`src/rtl/clint_pkg.sv`:
```
// Shared register offsets, reset constants and byte-merge helper for the CLINT.
// Build option: CLINT_PRESCALER_REG_EN adds a writable tick divisor register.
package clint_pkg;

    localparam logic [15:0] MSIP_BASE      = 16'h0000;
    localparam logic [15:0] MTIMECMP_BASE  = 16'h4000;
    localparam logic [15:0] MTIME_LO       = 16'hBFF8;
    localparam logic [15:0] MTIME_HI       = 16'hBFFC;
    localparam logic [15:0] PRESC_OFF      = 16'hBFF0;
    localparam logic [63:0] MTIMECMP_RESET = 64'hFFFF_FFFF_FFFF_FFFF;

    function automatic logic [31:0] merge_bytes(
        input logic [31:0] old,
        input logic [31:0] wdat,
        input logic [3:0]  sel
    );
        logic [31:0] r;
        r = old;
        for (int b = 0; b < 4; b++) begin
            if (sel[b]) r[8*b +: 8] = wdat[8*b +: 8];
        end
        return r;
    endfunction

endpackage

```
`src/rtl/clint_tick_gen.sv`:
```
// Prescaler: counts 0..div-1 and pulses tick on the cycle it wraps to 0.
// A divisor of 0 behaves like 1 (tick every cycle).
module clint_tick_gen (
    input  logic        clk,
    input  logic        rst_n,
    input  logic        clr,
    input  logic [31:0] div,
    output logic        tick
);

    logic [31:0] cnt;
    logic [31:0] last;

    assign last = (div == 32'd0) ? 32'd0 : div - 32'd1;
    // >= so that shrinking the divisor never strands the count above it
    assign tick = (cnt >= last);

    always_ff @(posedge clk) begin
        if (!rst_n) begin
            cnt <= '0;
        end else if (clr || tick) begin
            cnt <= '0;
        end else begin
            cnt <= cnt + 32'd1;
        end
    end

endmodule

```
`src/rtl/clint_mh.sv`:
```
// Multi-hart CLINT: 64-bit mtime, per-hart mtimecmp/msip, Wishbone classic slave.
// Build option: CLINT_PRESCALER_REG_EN exposes the tick divisor at 0xBFF0.
module clint_mh
    import clint_pkg::*;
#(
    parameter int NUM_HARTS = 1,
    parameter int TICK_DIV  = 1526
) (
    input  logic                 clk_i,
    input  logic                 rst_ni,
    input  logic                 cyc_i,
    input  logic                 stb_i,
    input  logic [31:0]          adr_i,
    input  logic                 we_i,
    input  logic [3:0]           sel_i,
    input  logic [31:0]          dat_i,
    output logic [31:0]          dat_o,
    output logic                 ack_o,
    output logic [NUM_HARTS-1:0] timer_irq_o,
    output logic [NUM_HARTS-1:0] soft_irq_o
);

    logic [15:0]          off;
    logic                 req;
    logic                 wr;
    logic [3:0]           msip_idx;
    logic [3:0]           cmp_idx;
    logic                 msip_hit;
    logic                 cmp_hit;
    logic                 time_lo_hit;
    logic                 time_hi_hit;
    logic [63:0]          mtime;
    logic [63:0]          mtimecmp [NUM_HARTS];
    logic [NUM_HARTS-1:0] msip;
    logic [31:0]          rdata;
    logic [31:0]          div;
    logic                 clr;
    logic                 tick;
    logic                 unused;

    assign off         = {adr_i[15:2], 2'b00};
    assign unused      = ^{adr_i[31:16], adr_i[1:0]};
    assign req         = cyc_i & stb_i & ~ack_o;
    assign wr          = req & we_i;
    assign msip_idx    = off[5:2];
    assign cmp_idx     = off[6:3];
    assign msip_hit    = (off[15:6] == MSIP_BASE[15:6]) &&
                         (int'(msip_idx) < NUM_HARTS);
    assign cmp_hit     = (off[15:7] == MTIMECMP_BASE[15:7]) &&
                         (int'(cmp_idx) < NUM_HARTS);
    assign time_lo_hit = (off == MTIME_LO);
    assign time_hi_hit = (off == MTIME_HI);
    assign soft_irq_o  = msip;

`ifdef CLINT_PRESCALER_REG_EN
    logic [31:0] presc;
    logic [31:0] presc_new;
    logic        presc_hit;

    assign presc_hit = (off == PRESC_OFF);
    assign presc_new = merge_bytes(presc, dat_i, sel_i);
    assign clr       = wr & presc_hit;
    assign div       = presc;

    always_ff @(posedge clk_i) begin
        if (!rst_ni) begin
            presc <= 32'(TICK_DIV);
        end else if (clr) begin
            presc <= (presc_new == 32'd0) ? 32'd1 : presc_new;
        end
    end
`else
    assign clr = 1'b0;
    assign div = 32'(TICK_DIV);
`endif

    clint_tick_gen u_tick (
        .clk   (clk_i),
        .rst_n (rst_ni),
        .clr   (clr),
        .div   (div),
        .tick  (tick)
    );

    always_comb begin
        rdata = '0;
        for (int h = 0; h < NUM_HARTS; h++) begin
            if (msip_hit && msip_idx == 4'(h)) rdata = {31'd0, msip[h]};
            if (cmp_hit && cmp_idx == 4'(h)) begin
                rdata = off[2] ? mtimecmp[h][63:32] : mtimecmp[h][31:0];
            end
        end
        if (time_lo_hit) rdata = mtime[31:0];
        if (time_hi_hit) rdata = mtime[63:32];
`ifdef CLINT_PRESCALER_REG_EN
        if (presc_hit) rdata = presc;
`endif
    end

    always_ff @(posedge clk_i) begin
        if (!rst_ni) begin
            mtime       <= '0;
            msip        <= '0;
            ack_o       <= 1'b0;
            dat_o       <= '0;
            timer_irq_o <= '0;
            for (int h = 0; h < NUM_HARTS; h++) mtimecmp[h] <= MTIMECMP_RESET;
        end else begin
            ack_o <= req;
            dat_o <= req ? rdata : 32'd0;
            for (int h = 0; h < NUM_HARTS; h++) begin
                timer_irq_o[h] <= (mtime >= mtimecmp[h]);
                if (wr && msip_hit && msip_idx == 4'(h) && sel_i[0]) begin
                    msip[h] <= dat_i[0];
                end
                if (wr && cmp_hit && cmp_idx == 4'(h)) begin
                    if (off[2]) begin
                        mtimecmp[h][63:32] <=
                            merge_bytes(mtimecmp[h][63:32], dat_i, sel_i);
                    end else begin
                        mtimecmp[h][31:0] <=
                            merge_bytes(mtimecmp[h][31:0], dat_i, sel_i);
                    end
                end
            end
            // a bus write to either mtime word suppresses that cycle's tick
            if (wr && time_lo_hit) begin
                mtime[31:0] <= merge_bytes(mtime[31:0], dat_i, sel_i);
            end else if (wr && time_hi_hit) begin
                mtime[63:32] <= merge_bytes(mtime[63:32], dat_i, sel_i);
            end else if (tick) begin
                mtime <= mtime + 64'd1;
            end
        end
    end

endmodule
```
`config.mk`:
```
export PLATFORM = sky130hd
export DESIGN_NAME = clint_mh
export DESIGN_NICKNAME = d
export VERILOG_FILES = /design/src/rtl/clint_pkg.sv /design/src/rtl/clint_tick_gen.sv /design/src/rtl/clint_mh.sv
export SDC_FILE = /design/constraint.sdc
export NUM_CORES = 1
export LEC_CHECK = 0
export ABC_AREA = 1
export CORE_MARGIN = 5
export CORE_UTILIZATION = 32
export CTS_BUF_LIST = sky130_fd_sc_hd__clkbuf_8
export DETAILED_ROUTE_END_ITERATION = 16
export HOLD_SLACK_MARGIN = 0.15
export PLACE_DENSITY = 0.59
export SETUP_SLACK_MARGIN = 0.15
export SLEW_MARGIN = 20
export SYNTH_ARGS = -nofsm -noshare
export SYNTH_HDL_FRONTEND = slang
export SYNTH_SLANG_ARGS = --single-unit
```
`constraint.sdc`:
```
create_clock -name clk_i -period 2 [get_ports clk_i]
set_input_delay 0.2 -clock clk_i [delete_from_list [all_inputs] [get_ports clk_i]]
set_output_delay 0.2 -clock clk_i [all_outputs]
set_load 0.005 [all_outputs]
```
# Word-level counts from Yosys, hierarchy flattened
# Memories as Yosys holds them, arrays and structs flattened.
# Cells that the tools add are included.
# W data, S select, Z words.
[classes] add_sub_neg=2 magnitude_cmp=4 eq_ne=12 n_mux=58 bitwise_logic=6 n_reduce_logical=28
[op_table] operator="$mux W8" n=36
[op_table] operator="$mux W32" n=7
[op_table] operator="$mux W64" n=3
[op_table] operator="$reduce_or A64 Y1" n=2
[op_table] operator="$add A64 B1 Y64 const B" n=1
[op_table] operator="$ge A64 B64 Y1" n=1
[op_table] operator="$add A32 B1 Y32 const B" n=1
[op_table] operator="$ge A32 B11 Y1 const B" n=1
[op_table] operator="$eq A14 B14 Y1 const B" n=2
[op_table] operator="$reduce_and A3 Y1" n=8
[op_table] operator="$ne A2 B2 Y1 const B" n=9
[op_table] operator="$logic_and A1 B1 Y1" n=11
[op_table] operator="$logic_not A10 Y1" n=1
[op_table] operator="$mux W1" n=10
[op_table] operator="$eq A9 B8 Y1 const B" n=1
[op_table] operator="$logic_not A4 Y1" n=2
[op_table] operator="$lt A4 B1 Y1 const B" n=2
[op_table] operator="$mux W2" n=2
[op_table] operator="$reduce_bool A2 Y1" n=2
[op_table] operator="$and A1 B1 Y1" n=3
[op_table] operator="$not A1 Y1" n=3
[op_table] operator="$reduce_and A2 Y1" n=1
[op_table] operator="$reduce_or A2 Y1" n=1
[word_totals] register_bits=131 mem_bits_rw=64 inputBits=73 output_inout_bits=35 wordCells=124 memories=1
[memory_table] memory="mtimecmp" words=1 word_bits=64 read_ports=1 rd_ports_with_merged_regs=0 wr=1 line="clint_mh.sv:33" source="logic [63:0] mtimecmp [NUM_HARTS];"

# Depth between registers and ports, before layout
# Gate-level depths: netlist (run 1).
[logic_depth] depth_word=11 mapped_depth=17 mapped_depth_nobuf=17

# Modules after synthesis
# Synthesis (run 1) repeated with hierarchy kept, for this count alone.
[hier_totals] hier_cells=2392 hier_area_um2=15386.0
[modules_own_cells] mod="clint_mh" n_inst=1 cells_per_inst=1820 area_each_um2=11863.9 seq_area_each_um2=3903.7
[modules_own_cells] mod="clint_tick_gen" n_inst=1 cells_per_inst=572 area_each_um2=3522.1 seq_area_each_um2=640.6

# Worst setup path after synthesis (run 1)
# OpenSTA, ideal clock, no wires.
[synth_timing] kind="register to register" startpoint="register ack_o" endpoint="memory mtimecmp[0][0] (enable)" t_arrival_ns=1.684 t_required_ns=1.616 path_slack_ns=-0.068 path_stages_with_launch=6 synth_period_minus_slack_ns=2.068 path_cell_list="dfxtp_1 -> nand3b_1 -> nor2_1 -> buf_4 -> nand4_1 -> o21ai_0"
[synth_via] elab_chain_cells=11
[synth_lines] element="start, declared" line="clint_mh.sv:18" source="output logic ack_o,"
[synth_lines] element="start signal, assigned" line="clint_mh.sv:109" source="ack_o <= req;"
[synth_lines] element="$not A1 Y1 (*)" line="clint_mh.sv:43" source="assign req = cyc_i & stb_i & ~ack_o;"
[synth_lines] element="$and A1 B1 Y1 (*)" line="clint_mh.sv:43"
[synth_lines] element="$and A1 B1 Y1 (*)" line="clint_mh.sv:44" source="assign wr = req & we_i;"
[synth_lines] element="$logic_and A1 B1 Y1 (*) (2 in series)" line="clint_mh.sv:116" source="if (wr && cmp_hit && cmp_idx == 4'(h)) begin"
[synth_lines] element="$mux W1" line="clint_mh.sv:116"
[synth_lines] element="$mux W1" line="clint_mh.sv:101" source="if (!rst_ni) begin"
[synth_lines] element="$mux W1 (not written as such)" line="clint_mh.sv:118" source="mtimecmp[h][63:32] <="
[synth_lines] element="$reduce_or A64 Y1 (no line)"
[synth_lines] element="$mux W2 (no line)"
[synth_lines] element="$mux W2 (no line) (*)"
[synth_lines] element="end, declared" line="clint_mh.sv:33"
# Mark *: on every way between the ends. The rest lies on a longest branch, timed or not.

# Worst setup path in the final report (run 1)
[layout_timing] startpoint="memory mtimecmp[0][44]" endpoint="register timer_irq_o"
[layout_via] elab_chain_cells=2
[layout_lines] element="$mem_v2 Z1 W64"
[layout_lines] element="$ge A64 B64 Y1" line="clint_mh.sv:112" source="timer_irq_o[h] <= (mtime >= mtimecmp[h]);"
[layout_lines] element="end signal, assigned by index" line="clint_mh.sv:112"
[layout_lines] element="end, declared" line="clint_mh.sv:19" source="output logic [NUM_HARTS-1:0] timer_irq_o,"
# Every way passes these cells.
# A chain may end at the register's enable or synchronous reset.

==> results of run 1 <==
cells in the final DEF (no fill, tap or decap), types with 4 or more instances in the layout:
| master | count |
|---|---|
| a21oi_1 | 83 |
| a21oi_2 | 35 |
| buf_12 | 21 |
| buf_4 | 225 |
| buf_6 | 32 |
| clkbuf_8 | 17 |
| clkdlybuf4s50_1 | 87 |
| clkinv_8 | 4 |
| conb_1 | 21 |
| dfxtp_1 | 90 |
| dfxtp_2 | 32 |
| dfxtp_4 | 9 |
| edfxtp_1 | 64 |
| ha_1 | 57 |
| ha_4 | 11 |
| inv_1 | 240 |
| inv_2 | 17 |
| inv_4 | 6 |
| inv_8 | 6 |
| nand2_1 | 437 |
| nand2_2 | 47 |
| nand2_4 | 12 |
| nand3_1 | 77 |
| nand3_2 | 29 |
| nand3_4 | 13 |
| nand3b_1 | 6 |
| nand4_1 | 29 |
| nor2_1 | 193 |
| nor2_2 | 46 |
| nor2_4 | 49 |
| nor3_1 | 9 |
| nor3_2 | 4 |
| o211ai_1 | 10 |
| o21ai_0 | 119 |
| o21ai_1 | 22 |
| o21ai_2 | 11 |
| o221ai_1 | 14 |
| o22ai_1 | 4 |
| xnor2_1 | 5 |
| xor2_1 | 11 |
cell usage after synthesis (all sizes together) (2+ instances only):
library cell	count
nor2	289
nand3b	6
clkbuf	35
and2	4
ha	68
xor2	11
o211ai	10
xnor2	6
buf	18
dfxtp	131
nand2	496
nand4	30
a31oi	2
nand3	119
o21a	3
nor3b	2
edfxtp	64
o221ai	16
or2	2
nor4	2
inv	264
nor3	14
o22ai	4
o21ai	155
a21oi	118
cells by family (layout without fill, tap and decap cells):
logic type	count (synthesis)	after routing	synth area share [%]
AND/OR/NAND/NOR	965	966	32.5
buffers and inverters	318	668	9.98
AO/OA/AOI/OAI	309	309	13.3
XOR/XNOR	17	17	1.19
other	1	21	0.0299
flip-flops	195	195	36.2
adder cells (fa/ha/maj)	68	68	6.79
worst reg2reg max path: stages, from the launching register on:
cell	delay [ps]
edfxtp_1	510
inv_1	80
ha_1	300
nand2_2	60
nor2_4	110
and2_4	160
nand3b_1	200
nor2b_4	170
nand4_1	100
nand3_2	120
nand2_2	70
inv_2	50
worst max path at each step:
stage | start | end | slack [ps] | cells past startpoint
after detailed placement | adr_i[7] | mtimecmp[0][31] | -310 | 10
after floorplan | ack_o | mtimecmp[0][32] | -50 | 5
after CTS | mtime[0] | mtime[36] | 110 | 11
final | mtimecmp[0][44] | timer_irq_o | 40 | 11
after global placement | adr_i[10] | mtimecmp[0][35] | -320 | 10
after global routing | mtimecmp[0][42] | timer_irq_o | 0.2 | 11
timing repair:
item,CTS,global route
buffers inserted,7,18
setup endpoints to repair,64,172
pin swaps,22,94
gates cloned,1,4
hold buffers,2,0
gates resized for setup,132,317
endpoints found under the hold margin,3,0
sequential cells by signal, indices dropped and copies added, names as in the netlist:
register / count
timer_irq_o: 1
ack_o: 1
mtimecmp: 64
u_tick.cnt: 32
soft_irq_o: 1
dat_o: 32
mtime: 64
power by group through the flow:
stage	logic, W	registers, W	clock network (W)
final	0.000594	0.00414	0.00288
after global routing	0.000634	0.00414	0.00309
after CTS	0.000540	0.00414	0.00293
after detailed placement	0.000529	0.00423	0
after global placement	0.000524	0.00423	0
after floorplan	0.000209	0.00423	0
cell type report:
type                       instances  area [um^2]
fill                            3923        20500
multi-input combinational       1381         8100
sequential                       195         4620
timing repair buffer             370         3400
inverter                         265         1020
tap                              518          648
clock buffer                      17          234
clock inverter                    15          203
timing repair inverter             1         8.76
stage by stage:
step | cell area, um^2 | setup TNS (ps) | setup WS (ps)
after floorplan | 12600 | -1690 | -52.8
after global placement | 16000 | -46590 | -322
after detailed placement | 16000 | -47050 | -311
after CTS | 17000 | 0 | 108
after global routing | 18200 | 0 | 0.188
final | 18200 | 0 | 41.8
per-layer routing:
layer / track usage, % / up-vias / part of all wire (%)
li1: - / 6751 / -
met4: 7.61 / 0 / 3.6
met5: 0 / - / 0
met3: 5.42 / 98 / 9.5
met1: 32.5 / 6597 / 44
met2: 35.4 / 656 / 43
==> results.cfg, run 1 <==
[worst_setup_path]
cp.required_ps = 2490
critPathKind = reg2reg
reg2reg_slack_ps = 40
worstPathCellList = inv_1, ha_1, nand2_2, nor2_4, and2_4, nand3b_1, nor2b_4, nand4_1, nand3_2, nand2_2, inv_2
cpMaxStageDelayCell = edfxtp_1
max_stage_delay_ps = 510
worstRegToRegCells = 11
r2r_end = timer_irq_o
end_kind = flip-flop
cp_max_fo = 2
crit_family = simple AND/OR/NAND/NOR gates
path_buf_inv = 2
worstReg2RegStart = mtimecmp[0][44]
crit_path_frequent_cell = nand2_2
crit_arrival_ps = 2450
critPathLaunchType = flip-flop

[sta]
period_share_pct = 97.9
min_period_ps = 1960
relSlewSlack_pct = 58.2
final_max_slew_viol_count = 0
fmax_ghz = 0.511
rsz0062_at_grt = yes
worst_hold_slack_ps = 313
setup_violations = 0
tightest_slew_ps = 628
hold_viol_final = 0
clock_skew_ps = 24.0

[global_route]
grtUsageTotal_pct = 23.2
grt_pass1_vias = 12916
grt_max_degree = 39
grt.overflow.total = 0
grt_pass1_wl_mm = 76.9
antenna_found_initial = 0

[drt]
drt_iter0_drc = 1402
drc_errors = 0
vias = 14102
wl_per_cell_um = 19.2
dr.pass1.iters = 6
wirelength_mm = 53.1
vias_per_cell = 5.11
ant_nets = 0

[power_and_ir_drop]
power_w = 0.00761
power.leakage_nw = 8.13
p_comb_share_pct = 7.8
seqPwrFrac_pct = 54.4
powerDensity_nw_per_um2 = 417
peakVddDrop_mv = 0.455
p_sw_share_pct = 27.9
p_int_w = 0.00549
p_switching_w = 0.00212
power_frac_clock_pct = 37.8

[worst_hold_path]
holdPathEnd = soft_irq_o
holdCritStartpoint = sel_i[0]
min_path_type = in2reg
hold_depth = 3

[yosys]
synth_edf_count = 64
yosys_register_bits = 195
synth_cell_types = 47
yosys.area.top_type = dfxtp_1
syn_area_um2 = 12500
syn_avg_cell_area_um2 = 6.69
async_flop_share_pct = 0
synthFlopType = dfxtp_1
yosysTopAreaCellShare_pct = 20.9
yosys_warnings = 0
synth_seq_area_share_pct = 36.2
synthCells = 1873
synthTopCellsByArea = dfxtp_1, edfxtp_1, nand2_1

[place]
post-dp-hpwl_mm = 42.0
place_inst = 2698
gp_congestion = 1.01
port_buffers = 89

[final_layout]
nets = 2372
final_cells = 2762
n_antenna_cell = 0
area_growth_pct = 45.4
utilization_pct = 47.1
final_layout_size_suffix_gt1_share_pct = 29.1

[die]
die_area_um2 = 43200
die_x_um = 208
ios = 108
rows = 72
initial_core_util_pct = 32.4
die_h_um = 208
core_um2 = 38700

[job]
maxCapViolCount = 0

[cts]
clock_latency_ps = 540
cts_tree = yes
clk_pin_slew_ps = 110
clockBufferDepth = 2
numClockSinks = 195
htreeDepth = 4
numCtsBuffers = 17
cts_root_buffer = clkbuf_8

[outcome]
status = finished clean
(Power assumes the default switching activity.)
==> run 2, diff against run 1 <==
==> constraint.sdc (replaced) <==
create_clock -name clk_i -period 2 [get_ports clk_i]
set_input_delay 0.2 -clock clk_i [delete_from_list [all_inputs] [get_ports clk_i]]
set_output_delay 0.2 -clock clk_i [all_outputs]
set_load 0.02 [all_outputs]
==> results.cfg, run 2 (synthesized netlist as in run 1, its figures left out) <==
[outcome]
status = finished clean

[cts]
clk_pin_slew_ps = 110
clock_latency_ps = 520
numClockSinks = 195
numCtsBuffers = 17
cts_root_buffer = clkbuf_8
htreeDepth = 4
clockBufferDepth = 2
cts_tree = yes

[final_layout]
n_antenna_cell = 0
nets = 2367
final_cells = 2757
final_layout_size_suffix_gt1_share_pct = 25.4
final_common_cell = nand2_1
final_cell_mix = nand2_1, inv_1, buf_4, nor2_1, a21oi_1
area_growth_pct = 41.2
reg_top3 = mtime: 64 flops, mtimecmp: 64 flops

[sta]
hold_viol_final = 0
setup_ws_ps = 103
setup_violations = 0
rsz0062_at_grt = yes
finalSetupTns_ps = 0
clock_skew_ps = 25.2
period_share_pct = 94.9
fmax_ghz = 0.527
min_period_ps = 1900
final_max_slew_viol_count = 0

[worst_setup_path]
cp_max_fo = 2
worstReg2RegStart = mtimecmp[0][43]
cp.required_ps = 2430
worstRegToRegCells = 10
reg2reg_slack_ps = 100
end_kind = flip-flop
critPathLaunchType = flip-flop
critPathKind = reg2reg
r2r_end = timer_irq_o
crit_start = mtimecmp[0][43]
crit_arrival_ps = 2320

[drt]
met1_length_mm = 23.3
ant_nets = 0
dr_wl_met3_mm = 4.80
met2_length_mm = 22.6
drt_iter0_drc = 1385
dr.pass1.iters = 8
wirelength_mm = 52.7
top_layer = met4
vias_per_cell = 5.03
drc_errors = 0
vias = 13869
wl_per_cell_um = 19.1

[die]
rows = 72
ios = 108
initial_core_util_pct = 32.4
die_x_um = 208
die_area_um2 = 43200
die_h_um = 208
core_um2 = 38700

[job]
maxCapViolCount = 0

[power_and_ir_drop]
powerDensity_nw_per_um2 = 418
power.leakage_nw = 7.98
peakVddDrop_mv = 0.422

[global_route]
grtUsageTotal_pct = 23.4
grt_max_degree = 36
grt_pass1_wl_mm = 78.3
grt_pass1_vias = 13141
antenna_found_initial = 0
grt.overflow.total = 0

[place]
gp_congestion = 1.01
port_buffers = 89
place_inst = 2696
place_ws_ps = -272
post-dp-hpwl_mm = 42.8

[worst_hold_path]
min_path_type = in2reg
hold_depth = 3
holdPathEnd = soft_irq_o
holdCritStartpoint = sel_i[0]
[run 2: cell count changes in the layout (fill, tap and decap cells not counted), sizes merged]
cell / previous run / this run
bufinv: 2 / 0
buf: 280 / 275
clkinvlp: 1 / 2
nor2: 289 / 290
[run 2: repair_timing]
item	in CTS	in global routing
gates cloned	1	4
gates resized for setup	112	247
setup buffers	7	15
hold buffers	2	0
pin swaps	15	51
setup endpoints to repair	69	87
endpoints found under the hold margin	8	0
[run 2: power by group]
part	internal [W]	switching [W]	total [W]	leakage, nW
Clock	0.000950	0.00174	0.00269	0.202
Combinational	0.000236	0.000343	0.000580	6.21
Sequential	0.00411	0.0000232	0.00413	1.58
Total	0.00529	0.00211	0.00740	7.98
[run 2: worst max-delay path, cell delays in order, from the launching register on]
cell and delay [ps]:
edfxtp_1 520, inv_2 120, ha_4 210, a21oi_1 110, o21ai_0 130, a21oi_1 160, nand2_1 150, a21oi_1 180
nand3_2 120, nand2_1 70, inv_1 40
[run 2: per-stage QoR]
step	total power (W)	cell area, um^2	util, %	hold WS (ps)
2_1_floorplan	0.00443	12600	-	384
4_1_cts	0.00743	16700	43.2	307
6_report	0.00740	17700	45.7	348
3_3_place_gp	0.00475	15900	41.1	442
5_1_grt	0.00762	17700	45.7	369
3_5_place_dp	0.00476	15900	41.1	457
[run 2: layer usage]
metal | vias up | track usage (%)
met5 | - | 0
met1 | 6436 | 32.5
li1 | 6745 | -
met3 | 103 | 5.24
met4 | 0 | 8.27
met2 | 585 | 36.0
[run 2: final cells by class]
| type | count | area (um^2) |
|---|---|---|
| fillers | 3979 | 21000 |
| multi-input cells | 1382 | 7740 |
| flip-flops and latches | 195 | 4630 |
| repair buffers | 365 | 3260 |
| inverters | 265 | 1010 |
| well taps | 518 | 648 |
| clock buffers | 17 | 234 |
| clock inverters | 15 | 165 |
[run 2: how the worst max path moves through the flow]
stage	endpoint	slack, ps	depth (start not counted)
after floorplan	mtimecmp[0][0]	90	5
after global placement	mtimecmp[0][35]	-260	11
after detailed placement	mtimecmp[0][37]	-270	9
after CTS	mtime[25]	100	14
after global routing	mtime[11]	10	14
final	timer_irq_o	100	10
==> run 3, diff against run 2 <==
RECOVER_POWER = 50   (was default)
==> results.cfg, run 3 (synthesized netlist as in run 1, its figures left out) <==
[final_layout]
final_cell_mix = nand2_1, inv_1, buf_4, nor2_1, a21oi_1
final_common_cell = nand2_1
reg_top3 = mtime: 64 flops, mtimecmp: 64 flops
nets = 2367
final_cells = 2757
n_fill_cell = 3984
final_area_um2 = 17700
final_layout_size_suffix_gt1_share_pct = 25.1
n_antenna_cell = 0
area_growth_pct = 40.9

[place]
port_buffers = 89
placed_cell_area_um2 = 15900
place_inst = 2696
gp_congestion = 1.01
post-dp-hpwl_mm = 42.8

[worst_setup_path]
end_kind = flip-flop
crit_arrival_ps = 2330
critPathKind = reg2reg
cp.required_ps = 2430
worstReg2RegStart = mtimecmp[0][43]
worstRegToRegCells = 10
cp_max_fo = 2
crit_start = mtimecmp[0][43]
critPathLaunchType = flip-flop
reg2reg_slack_ps = 90
r2r_end = timer_irq_o

[power_and_ir_drop]
p_switching_w = 0.00211
p_int_w = 0.00529
power.leakage_nw = 8.09
peakVddDrop_mv = 0.421
power_frac_clock_pct = 36.4
p_sw_share_pct = 28.5
powerDensity_nw_per_um2 = 419
seqPwrFrac_pct = 55.8
p_comb_share_pct = 7.8

[drt]
wl_per_cell_um = 19.2
ant_nets = 0
vias_per_cell = 5.06
dr.pass1.iters = 6
drc_errors = 0
drt_iter0_drc = 1284
vias = 13961
wirelength_mm = 52.9

[global_route]
grt_max_degree = 36
grtUsageTotal_pct = 23.4
grt_pass1_wl_mm = 78.3
antenna_found_initial = 0
grt.overflow.total = 0
grt_pass1_vias = 13141

[cts]
cts_tree = yes
clock_latency_ps = 520
numCtsBuffers = 17
clockBufferDepth = 2
numClockSinks = 195
htreeDepth = 4
cts_root_buffer = clkbuf_8
clk_pin_slew_ps = 110

[die]
ios = 108
initial_core_util_pct = 32.4
core_um2 = 38700
die_x_um = 208
die_h_um = 208
die_area_um2 = 43200
rows = 72

[worst_hold_path]
holdPathEnd = soft_irq_o
min_path_type = in2reg
holdCritStartpoint = sel_i[0]
hold_depth = 3

[sta]
hold_viol_final = 0
fmax_ghz = 0.524
period_share_pct = 95.4
rsz0062_at_grt = yes
setup_violations = 0
finalSetupTns_ps = 0
min_period_ps = 1910
final_max_slew_viol_count = 0
clock_skew_ps = 21.1

[job]
maxCapViolCount = 0

[outcome]
status = finished clean
run 3: cell types whose count changed in the layout (fill, tap and decap cells not counted):
cell	previous run	this run
clkbuf_1	0	3
nor2_2	42	41
nand3_2	17	16
clkdlybuf4s50_1	87	51
buf_4	232	221
nand3_1	91	92
nor2_1	205	206
clkbuf_4	0	4
o221ai_2	1	0
dlygate4sd3_1	2	38
o221ai_1	15	16
clkbuf_2	0	4
run 3: worst max path at each step:
| stage | depth (start not counted) | endpoint |
|---|---|---|
| global placement | 11 | mtimecmp[0][35] |
| finish | 10 | timer_irq_o |
| CTS | 14 | mtime[25] |
| floorplan | 5 | mtimecmp[0][0] |
| detailed placement | 9 | mtimecmp[0][37] |
| global route | 14 | mtime[46] |
run 3: cell type report:
cell class | instances | area, um^2 | share of cell area, %
clock buffer | 17 | 234 | 1.32
clock inverter | 15 | 165 | 0.935
inverter | 265 | 1010 | 5.73
multi-input combinational | 1382 | 7730 | 43.8
sequential | 195 | 4630 | 26.2
tap | 518 | 648 | 3.67
timing repair buffer | 365 | 3240 | 18.4
run 3: timing repair:
item | CTS | global route
endpoints found under the hold margin | 8 | 0
buffers inserted | 7 | 15
gates resized for setup | 112 | 247
setup endpoints to repair | 69 | 87
gates cloned | 1 | 4
pin swaps | 15 | 51
hold buffers | 2 | 0
run 3: layer usage:
| layer | vias to the layer above | global-route usage (%) | part of all wire, % |
|---|---|---|---|
| met3 | 100 | 5.24 | 9.0 |
| met4 | 0 | 8.27 | 3.7 |
| met1 | 6485 | 32.5 | 44 |
| met2 | 629 | 36.0 | 43 |
| li1 | 6747 | - | - |
| met5 | - | 0 | 0 |
run 3: per-stage QoR:
step                total power (W)  setup slack, ps  utilization [%]  hold slack [ps]
floorplan                   0.00443             92.9                -              384
global route                0.00762            -4.11             45.6              369
global placement            0.00475             -263             41.1              442
finish                      0.00740             92.1             45.6              350
CTS                         0.00743              103             43.2              307
detailed placement          0.00476             -272             41.1              457
run 3: worst max-delay path, cell delays in order, from the launching register on:
cell and delay [ps]:
edfxtp_1 530, inv_2 120, ha_4 210, a21oi_1 110
o21ai_0 130, a21oi_1 170, nand2_1 150, a21oi_1 180
nand3_2 120, nand2_1 70, inv_1 40
run 3: power groups by stage:
stage	Combinational, W	Clock [W]	Sequential [W]
after detailed placement	0.000530	0	0.00423
after CTS	0.000547	0.00275	0.00414
after global routing	0.000623	0.00286	0.00414
final	0.000579	0.00269	0.00413
after floorplan	0.000208	0	0.00423
after global placement	0.000525	0	0.00423
